<file path="config.mk">
export PLATFORM = sky130hd
export DESIGN_NAME = ftm_buffer_writer
export DESIGN_NICKNAME = d
export VERILOG_FILES = /design/src/rtl/ftm_buffer_writer.sv
export SDC_FILE = /design/constraint.sdc
export NUM_CORES = 1
export LEC_CHECK = 0
export CORE_AREA = 2 2 165 167
export DETAILED_ROUTE_END_ITERATION = 16
export DIE_AREA = 0 0 167 169
export DONT_BUFFER_PORTS = 1
export GPL_ROUTABILITY_DRIVEN = 0
export HOLD_SLACK_MARGIN = 0.02
export PLACE_DENSITY = 0.59
export SLEW_MARGIN = 20
export SYNTH_ARGS = -nofsm -noshare
export SYNTH_HDL_FRONTEND = slang
export SYNTH_SLANG_ARGS = --single-unit
</file>
<file path="constraint.sdc">
create_clock -name clk -period 6.1 [get_ports clk]
set_clock_uncertainty 0.15 [all_clocks]
set_input_delay 1.22 -clock clk [delete_from_list [all_inputs] [get_ports clk]]
set_output_delay 1.22 -clock clk [all_outputs]
set_load 0.02 [all_outputs]
</file>
<file path="src/rtl/ftm_buffer_writer.sv">
// Write side of the banked feature-map buffer: scatters a raster stream (x outer, y, 64-ch chunk inner)
// into N_BUF_X column-interleaved banks. Optional FTM_WR_OVF_CHK_EN adds a sticky address-overflow flag.
module ftm_buffer_writer #(
  parameter int unsigned N_BUF_X    = 5,
  parameter int unsigned B_BUF_ADDR = 9,
  parameter int unsigned B_SHAPE    = 32,
  parameter int unsigned DATA_WIDTH = 64
) (
  input  logic                           clk,
  input  logic                           rstn,
  input  logic                           start,
  input  logic [B_SHAPE-1:0]             ftm_shape,
  input  logic                           s_valid,
  input  logic [DATA_WIDTH-1:0]          s_data,
  output logic                           s_ready,
  output logic [N_BUF_X-1:0]             wren,
  output logic [B_BUF_ADDR*N_BUF_X-1:0]  wraddr,
  output logic [DATA_WIDTH-1:0]          wrdata,
  output logic                           busy,
  output logic                           done
`ifdef FTM_WR_OVF_CHK_EN
  ,
  output logic                           ovf
`endif
);

  localparam int unsigned AW  = B_BUF_ADDR + 8;
  localparam int unsigned RXW = (N_BUF_X > 1) ? $clog2(N_BUF_X) : 1;

  typedef enum logic [1:0] {ST_IDLE, ST_WRITE, ST_DONE} state_t;
  state_t state, state_nxt;

  logic [5:0]         n_wrap_q;
  logic [9:0]         h_q, w_q;
  logic [5:0]         cw;
  logic [9:0]         y, x;
  logic [AW-1:0]      off, col_base, hn, addr_full;
  logic [RXW-1:0]     rx;
  logic [N_BUF_X-1:0] bank_sel;
  logic               beat, last_beat, last_off, last_rx, start_zero, write_ok;
  logic               unused_c_lsb;

  // Channel count below one 64-word chunk does not affect n_wrap
  assign unused_c_lsb = ^ftm_shape[25:20];

  assign start_zero = (ftm_shape[31:26] == '0) || (ftm_shape[19:10] == '0) || (ftm_shape[9:0] == '0);
  assign hn         = AW'(h_q) * AW'(n_wrap_q);
  assign addr_full  = col_base + off;
  assign s_ready    = (state == ST_WRITE);
  assign busy       = (state != ST_IDLE);
  assign beat       = s_valid & s_ready;
  assign last_beat  = (cw == n_wrap_q - 6'd1) && (y == h_q - 10'd1) && (x == w_q - 10'd1);
  assign last_off   = (off == hn - AW'(1));
  assign last_rx    = (rx == RXW'(N_BUF_X - 1));

`ifdef FTM_WR_OVF_CHK_EN
  logic addr_ovf;
  assign addr_ovf = (addr_full[AW-1:B_BUF_ADDR] != '0);
  assign write_ok = beat & ~addr_ovf;
`else
  logic unused_addr_hi;
  assign unused_addr_hi = ^addr_full[AW-1:B_BUF_ADDR];
  assign write_ok       = beat;
`endif

  always_comb begin
    bank_sel = '0;
    for (int unsigned i = 0; i < N_BUF_X; i++) begin
      bank_sel[i] = (rx == RXW'(i));
    end
  end

  always_comb begin
    state_nxt = state;
    case (state)
      ST_IDLE:  if (start) state_nxt = start_zero ? ST_DONE : ST_WRITE;
      ST_WRITE: if (beat && last_beat) state_nxt = ST_DONE;
      ST_DONE:  state_nxt = ST_IDLE;
      default:  state_nxt = ST_IDLE;
    endcase
  end

  always_ff @(posedge clk) begin
    if (!rstn) begin
      state    <= ST_IDLE;
      n_wrap_q <= '0;
      h_q      <= '0;
      w_q      <= '0;
      cw       <= '0;
      y        <= '0;
      x        <= '0;
      off      <= '0;
      rx       <= '0;
      col_base <= '0;
      wren     <= '0;
      wraddr   <= '0;
      wrdata   <= '0;
      done     <= 1'b0;
`ifdef FTM_WR_OVF_CHK_EN
      ovf      <= 1'b0;
`endif
    end else begin
      state  <= state_nxt;
      // done trails the DONE state by one cycle so it follows the last registered write
      done   <= (state == ST_DONE);
      wren   <= write_ok ? bank_sel : '0;
      wrdata <= write_ok ? s_data : '0;
      for (int unsigned i = 0; i < N_BUF_X; i++) begin
        wraddr[i*B_BUF_ADDR +: B_BUF_ADDR] <= (write_ok && bank_sel[i]) ? addr_full[B_BUF_ADDR-1:0] : '0;
      end

      if (state == ST_IDLE && start) begin
        n_wrap_q <= ftm_shape[31:26];
        h_q      <= ftm_shape[19:10];
        w_q      <= ftm_shape[9:0];
        cw       <= '0;
        y        <= '0;
        x        <= '0;
        off      <= '0;
        rx       <= '0;
        col_base <= '0;
`ifdef FTM_WR_OVF_CHK_EN
        ovf      <= 1'b0;
`endif
      end

      if (beat) begin
`ifdef FTM_WR_OVF_CHK_EN
        if (addr_ovf) ovf <= 1'b1;
`endif
        if (cw == n_wrap_q - 6'd1) begin
          cw <= '0;
          if (y == h_q - 10'd1) begin
            y <= '0;
            x <= x + 10'd1;
          end else begin
            y <= y + 10'd1;
          end
        end else begin
          cw <= cw + 6'd1;
        end
        // Column end: advance bank; past the last bank, step the base by one column height
        if (last_off) begin
          off <= '0;
          if (last_rx) begin
            rx       <= '0;
            col_base <= col_base + hn;
          end else begin
            rx <= rx + RXW'(1);
          end
        end else begin
          off <= off + AW'(1);
        end
      end
    end
  end

endmodule

</file>
==> results.py <==
metrics = {
    "sta": {
        "hold_slack_ns": 0.332,
        "final_hold_viol_count": 0,
        "setup_ws_ns": 0.274,
        "period_needed_ns": 5.83,
        "tightest_slew_ns": 0.991,
        "setup_violations": 0,
        "fin_crit_sh_pct": 95.5,
        "tns_ns": 0,
        "rsz0062_at_grt": "false",
        "relSlewSlack_pct": 34.0,
        "max_freq_mhz": 172,
        "drv_slew": 0,
    },
    "grt": {
        "antenna_found_initial": 2,
        "grt_max_degree": 71,
        "overflow": 0,
        "grtUsageTotal_pct": 18.0,
        "grt_pass1_vias": 7538,
        "grt_first_pass_wirelength_mm": 40.6,
    },
    "setup_path": {
        "cp_slowest_cell": "fa_1",
        "cp-startpoint": "h_q[5]",
        "path_max_fanout": 16,
        "critPathMaxStageDelay_ns": 0.58,
        "path_cells": "nand2_1 > fa_1 > fa_1 > fa_1 > inv_1 > ha_1 > a21oi_1 > o31ai_2 > o311a_1 > or3_1 > a2111o_1 > a2111o_1 > a211oi_2 > and4_1 > buf_4 > nand3b_1 > a21boi_0",
        "startpoint_type": "flop",
        "end_kind": "flop",
        "r2r_start": "h_q[5]",
        "crit_required_ns": 6.27,
        "crit_family": "compound AO/OA/AOI/OAI gates",
        "critPathBufInv": 2,
        "crit_top_cell": "fa_1",
        "worstPathArrival_ns": 6.00,
        "critPathKind": "reg -> reg",
    },
    "power_and_ir_drop": {
        "leakagePower_nw": 4.64,
        "ir_drop_mv": 0.154,
        "power.density_mw_per_mm2": 255,
        "finalPower_mw": 2.94,
    },
    "logic_synthesis": {
        "yosys-top-cells-area": "dfxtp_1, fa_1, ha_1",
        "synth_most_common_cell": "dfxtp_1",
        "synth.distinct_cells": 72,
        "synth_warnings": 0,
        "synth.avg_cell_area_um2": 8.86,
        "ys.flop_type": "dfxtp_1",
        "yosysSeqAreaShare_pct": 37.9,
        "synth_common_cells": "dfxtp_1, nand2_1, and2_1, nor2_1, inv_1",
        "synthesis.area_mm2": 0.0105,
        "synth-edff-count": 0,
        "synth_cells": 1182,
        "synth_top_area_share_pct": 37.9,
        "synth_nets": 1370,
        "synth_top_cell_by_area": "dfxtp_1",
        "async_reset_ff_share_pct": 0,
        "synth-seq-cells": 198,
    },
    "placement": {
        "hpwlAfterDp_mm": 19.4,
        "numPortBuffers": 0,
        "pre_cts_ws_ns": 0.115,
    },
    "drt": {
        "wl_per_cell_um": 16.6,
        "vias": 7819,
        "wl_mm": 25.4,
        "drt_first_pass_iters": 4,
        "viasPerCell": 5.11,
        "antenna_left": 0,
        "drc_errors": 0,
        "drt-initial-drc-count": 360,
    },
    "cts": {
        "cts_root_buf": "clkbuf_16",
        "clock-sinks": 198,
        "numCtsBuffers": 17,
        "ctsLongestPathBuffers": 2,
        "clk_pin_slew_worst_paths_ns": 0.09,
        "hold_buffers": 0,
        "htree_levels": 4,
        "cts_tree": "done",
        "insertion_delay_ns": 0.45,
    },
    "status": {
        "status": "finished, final reports clean",
    },
    "layout": {
        "fillers": 2609,
        "syn_to_final_growth_pct": 10.0,
        "diodes": 0,
        "final_core_util_pct": 43.5,
        "final_nets": 1363,
        "layout-drive-gt1-share_pct": 7.66,
    },
    "die": {
        "row_count": 60,
        "die-area_mm2": 0.0282,
        "die_width_um": 167,
        "core_area_mm2": 0.0265,
        "die_h_um": 169,
        "start_util_pct": 39.5,
        "ioPinCount": 217,
    },
    "worst_hold_path": {
        "hp-class": "reg -> reg",
        "hold_start": "state[1]",
    },
    "job": {
        "cap_viol_max_count": 0,
    },
}
-- layer usage --
layer  up-vias  wire (um)  track usage [%]
met2       220      12000             31.0
met3        22       1650             4.86
met4         0        258             4.16
met1      3622      11500             22.5
met5         -          0                0
li1       3955          -                -
-- flip-flops by register name, indices dropped and copies added (netlist names) --
signal,cells
rx,3
y,10
done,1
cw,6
n_wrap_q,6
wraddr,45
h_q,10
x,10
state,2
wren,5
col_base,9
wrdata,64
off,17
w_q,10
-- cell type report --
| cell class | instances | area [um^2] | share of cell area (%) |
|---|---|---|---|
| multi-input combinational | 855 | 5980 | 51.9 |
| sequential | 198 | 3980 | 34.5 |
| tap | 341 | 427 | 3.70 |
| clock buffer | 17 | 425 | 3.69 |
| inverter | 76 | 285 | 2.48 |
| clock inverter | 15 | 223 | 1.93 |
| timing repair buffer | 27 | 203 | 1.76 |
-- worst paths after layout --
kind / cells after the start / to / slack [ns]
worst max-delay path: 17 / col_base[2] / 0.27
worst min-delay path: 1 / state[1] / 0.33
worst max register to register: 17 / col_base[2] / 0.27
worst min register to register: 1 / state[1] / 0.33
-- cells by family after synthesis --
logic type               after synthesis  share of synthesized area, %
flip-flops                           198                          37.9
buffers and inverters                129                          5.10
multiplexers                          11                          1.06
adder cells (fa/ha/maj)               88                          13.0
XOR/XNOR                              78                          6.94
AO/OA/AOI/OAI                        196                          12.8
AND/OR/NAND/NOR                      482                          23.2
-- placed cells by master (no fill, tap or decap), types with 4 or more instances in the layout --
master and instances:
or2_2 5, o211ai_1 6, clkinv_8 5, o21bai_1 6, nand3_1 44, a21oi_1 37, a21boi_0 41, nor3b_1 4
a21boi_1 6, clkbuf_16 17, o21a_1 10, dfxtp_1 190, and2_1 87, nand4_1 7, a211oi_1 9, nand3b_1 17
nor4_1 14, and3_1 26, o31ai_1 5, or3_1 8, xor2_1 26, nor3_1 12, xnor2_1 49, fa_1 35
dfxtp_2 6, o21ai_0 36, mux2i_1 10, nor2b_1 7, a21o_1 5, nand2_1 146, nor2_1 87, inv_1 76
a31oi_1 4, buf_4 27, ha_1 53
-- report_power, final --
group	switching (mW)	internal, mW
Clock	0.645	0.583
Sequential	0.0446	1.32
Combinational	0.198	0.150
Total	0.887	2.05
-- through the flow --
stage | cells | instance area (um^2)
global route | 1529 | 11500
CTS | 1529 | 11500
finish | 1529 | 11500
floorplan | 1182 | 10500
global placement | 1497 | 10900
detailed placement | 1497 | 10900
-- repair_timing --
action	CTS	global route
gates resized for setup	0	12
endpoints found under the setup margin	0	29
buffers inserted	0	0
Note: power is estimated with default switching activity, not from simulation.
